**src/rtl/fetch_mem_ctrl.sv**
```systemverilog
// fetch_mem_ctrl: credit-limited instruction fetch from a fixed-latency SRAM,
// with a LAT-stage tag pipeline feeding an in-order response FIFO.
module fetch_mem_ctrl #(
    parameter int ADDR_W  = 32,
    parameter int DATA_W  = 32,
    parameter int SRAM_AW = 14,
    parameter int LAT     = 1,
    parameter int DEPTH   = 4
) (
    input  logic               clk,
    input  logic               rst,
    input  logic               req_valid,
    output logic               req_ready,
    input  logic [ADDR_W-1:0]  req_addr,
    output logic               rsp_valid,
    input  logic               rsp_ready,
    output logic [DATA_W-1:0]  rsp_data,
    output logic [ADDR_W-1:0]  rsp_addr,
    output logic               rsp_err,
    input  logic               flush,
    output logic               sram_ceb,
    output logic [SRAM_AW-1:0] sram_a,
    input  logic [DATA_W-1:0]  sram_do,
    output logic               busy
);
    localparam int AW = $clog2(DEPTH);
    localparam int PW = AW + 1;
    localparam int CW = $clog2(DEPTH + 1);
    localparam int EW = 1 + ADDR_W + DATA_W;

    logic              accept, pop, busy_q;
    logic [CW-1:0]     cnt, cnt_n;
    logic [PW-1:0]     wp, rp;
    logic [LAT:1]      pv, pe;
    logic [ADDR_W-1:0] pa [1:LAT];
    logic [EW-1:0]     mem [DEPTH];

    // credits come only from the registered count, so rsp_ready never reaches req_ready
    assign req_ready = !rst && !flush && (cnt < CW'(DEPTH));
    assign accept    = req_valid && req_ready;
    assign sram_ceb  = !accept;
    assign sram_a    = req_addr[SRAM_AW+1:2];
    assign rsp_valid = !rst && (wp != rp);
    assign pop       = rsp_valid && rsp_ready;
    assign {rsp_err, rsp_addr, rsp_data} = mem[rp[AW-1:0]];
    assign busy      = busy_q && !rst;
    assign cnt_n     = flush ? '0 : cnt + CW'(accept) - CW'(pop);

    always_ff @(posedge clk) begin
        if (rst) begin
            cnt    <= '0;
            busy_q <= 1'b0;
            wp     <= '0;
            rp     <= '0;
            pv     <= '0;
        end else begin
            cnt    <= cnt_n;
            busy_q <= cnt_n != '0;
            wp     <= flush ? '0 : wp + PW'(pv[LAT]);
            rp     <= flush ? '0 : rp + PW'(pop);
            pv[1]  <= accept;
            for (int i = 2; i <= LAT; i++) pv[i] <= flush ? 1'b0 : pv[i-1];
        end
    end

    // tag pipeline lines up addr/err with sram_do; no reset needed on data
    always_ff @(posedge clk) begin
        pa[1] <= req_addr;
        pe[1] <= req_addr[1:0] != 2'b00;
        for (int i = 2; i <= LAT; i++) begin
            pa[i] <= pa[i-1];
            pe[i] <= pe[i-1];
        end
        if (pv[LAT] && !flush) mem[wp[AW-1:0]] <= {pe[LAT], pa[LAT], sram_do};
    end
endmodule

```
**config.mk**
```make
export PLATFORM = sky130hd
export DESIGN_NAME = fetch_mem_ctrl
export DESIGN_NICKNAME = d
export VERILOG_FILES = /design/src/rtl/fetch_mem_ctrl.sv
export SDC_FILE = /design/constraint.sdc
export NUM_CORES = 1
export LEC_CHECK = 0
export CAP_MARGIN = 15
export CORE_MARGIN = 1.5
export CORE_UTILIZATION = 40
export DETAILED_ROUTE_END_ITERATION = 10
export PLACE_DENSITY = 0.63
export SYNTH_ARGS = -nofsm -noshare
export SYNTH_HDL_FRONTEND = slang
export SYNTH_SLANG_ARGS = --single-unit
```
**constraint.sdc**
```tcl
create_clock -name clk -period 12.5 [get_ports clk]
set_input_delay 3.75 -clock clk [delete_from_list [all_inputs] [get_ports clk]]
set_output_delay 3.75 -clock clk [all_outputs]
set_load 0.02 [all_outputs]
```
==> reports/summary.txt <==
Fin. Hold Viols: 0
VDD IR-drop max: 84.2 µV
Nets: 676
Share of cells above drive strength 1: 0.194
Mapped Cells: 440
1st-iter DRT viols: 292
#FFs+latches synth: 304
Total GRT Usage: 0.139
CTS tree: built
Vias per cell: 5.00
Hold_buf cts: 0
Syn. warnings: 0
Pwr Total: 2.01 mW
Slew HR: 0.281
Layout area overhead: 25.6%
Worst R2R Path Depth: 9
Hold depth: 0
Minimum clock period after layout: 9.20 ns
Die Wd: 167 µm
CORE AREA: 26100 µm²
Hold crit path type: register to register
Die area: 27700 µm²
Synth Net Count: 516
Post-CTS setup buffer count: 0
Type of the worst setup path: primary input to output pin
Pin count of the biggest net entering global routing: 68
Remaining DRCs: 6
Worst-Margin Slew: 1.08 ns
Htree depth: 1
Setup TNS: 0 ns
Antenna violations before repair: 1
I/O Pins: 152
Dominant cell type by area after synthesis: edfxtp_1
First-pass GRT wire length: 29800 µm
Final ANT Viol Nets: 0
# diodes: 0
Port-buffer cells: 151
Die height: 167 µm
Cts repair resizes: 0
DRT Wirelength: 18900 µm
Crit path capture type: output pin
Routability Congestion: 0.739
Clock sinks: 304
Syn avg cell area: 24.3 µm²
FFs w/ async S/R, synth: 0
Most common flop cell mapped by yosys: edfxtp_1
Crit share post-route: 0.736
WP data arrival: 5.45 ns
Vias in the first global route: 5265
Clock buffer depth: 3
Sequential fraction of the synthesis area: 0.813
Status: finished, violations left
Synth top area share: 0.730
Crit-path max FO: 7
Failing checks: design-rule violations
Library cells used by synthesis: 23
HPWL after DPL: 10300 µm
Fmax: 109 MHz
Post-synth EDFFs: 260
Gr ovfl total: 0
Endpoints failing setup: 0
RSZ-0062 raised after global routing: no
CTS Root Cell: clkbuf_16
CP startpoint kind: primary input
Final clock skew: 0.0139 ns
Row count: 59
DR vias: 4786
Post-DR wirelength/cell: 19.7 µm
Initial Util: 0.409
Critical Path RT: 8.75 ns
Top post-synthesis cells by area: edfxtp_1 73%, mux4_2 14%, dfxtp_1 8.2%
Synthesized area: 10700 µm²
Clock slew at reported path FFs: 0.06 ns
Later-pin clock latency in the skew report: 0.54 ns
Leakage dissipation: 4.25 nW
Pwr/cell area: 150 nW/µm²
Num CTS Buffers: 30
Drt pass-1 iters: 11
Final Max Slew Viols: 0
Max Cap Violations: 0
[critical path: stages]
cell	delay, ns
clkdlybuf4s50_1	0.59
nor3_1	0.43
clkdlybuf4s50_1	0.68
[layer usage]
metal / wire length [µm] / share of wire / up-vias / global-route usage
met2: 9480 / 0.50 / 148 / 0.243
met4: 375 / 0.020 / 2 / 0.0439
met1: 7870 / 0.42 / 2479 / 0.172
li1: - / - / 2130 / -
met3: 1160 / 0.061 / 27 / 0.0330
met5: 15 / 0.00079 / - / 0
[report_power, final]
group	switching [mW]	leakage, nW	internal, mW	total (mW)
combinational	0.0259	1.09	0.0359	0.0618
clock	0.350	0.450	0.482	0.832
sequential	0.00673	2.71	1.11	1.12
total	0.382	4.25	1.63	2.01
[cell usage after synthesis, types with 2 or more instances]
cell	n
buf_6	5
buf_4	16
or2_2	2
mux4_2	65
dfxtp_1	44
edfxtp_1	260
buf_2	5
inv_1	5
nor2_1	6
nor4bb_1	2
and2_1	6
ha_1	6
clkbuf_1	3
a31oi_1	2
xnor2_1	5
[sequential cells by signal, summed over array words and instances (netlist names)]
signal and cells:
busy_q 1, mem 260, rp 3, cnt 3, pa 32, pe 1
wp 3, pv 1
[logic make-up after synthesis]
| family | Yosys count | synth area share |
|---|---|---|
| multiplexers | 65 | 0.137 |
| buffers and inverters | 34 | 0.0216 |
| AO/OA/AOI/OAI | 3 | 0.00199 |
| flip-flops | 304 | 0.813 |
| adder cells (fa/ha/maj) | 7 | 0.00889 |
| AND/OR/NAND/NOR | 21 | 0.0118 |
| XOR/XNOR | 6 | 0.00620 |
[final timing paths]
kind	startpoint	endpoint	slack, ns
min reg2reg	pa[1][13]$_DFF_P_	mem[3][45]$_DFFE_PP_	0.48
max reg2reg	rp[1]$_SDFF_PP0_	busy_q$_SDFF_PP0_	9.26
max	flush	req_ready	3.30
min	pa[1][13]$_DFF_P_	mem[3][45]$_DFFE_PP_	0.48
[cells in the final DEF, fill, tap and decap left out]
cell type,instances
clkinv_2,4
and4b_4,1
clkbuf_1,10
buf_4,6
nor3_1,1
and2_1,6
dfxtp_4,2
clkbuf_16,31
xnor2_1,5
nor2b_1,1
nor4bb_4,2
xnor3_1,1
inv_1,5
clkdlybuf4s50_1,151
nor4b_2,1
edfxtp_1,260
nand2_1,1
nor2_1,6
dfxtp_1,42
clkbuf_8,5
mux4_2,65
a31oi_1,2
clkinv_1,3
ha_1,6
fa_1,1
or2_2,2
a311oi_1,1
clkinvlp_4,2
[stage by stage]
stage / utilization / worst slack, ns / area [µm²] / hold slack, ns / instances
2_1_floorplan: - / 1.38 / 10700 / 0.438 / 440
3_3_place_gp: 0.478 / 3.39 / 12500 / 0.447 / 903
3_5_place_dp: 0.478 / 3.32 / 12500 / 0.461 / 903
4_1_cts: 0.514 / 3.31 / 13400 / 0.475 / 958
5_1_grt: 0.514 / 3.24 / 13400 / 0.490 / 958
6_report: 0.514 / 3.30 / 13400 / 0.476 / 958
[layout make-up]
class	instances	area, µm²
clock buffers	46	882
clock inverters	9	46.3
multi-input cells	102	1810
repair buffers	157	1560
well taps	335	419
flip-flops and latches	304	8700
inverters	5	18.8
fillers	2094	12700
No activity file was read; power rests on OpenSTA's default activity.
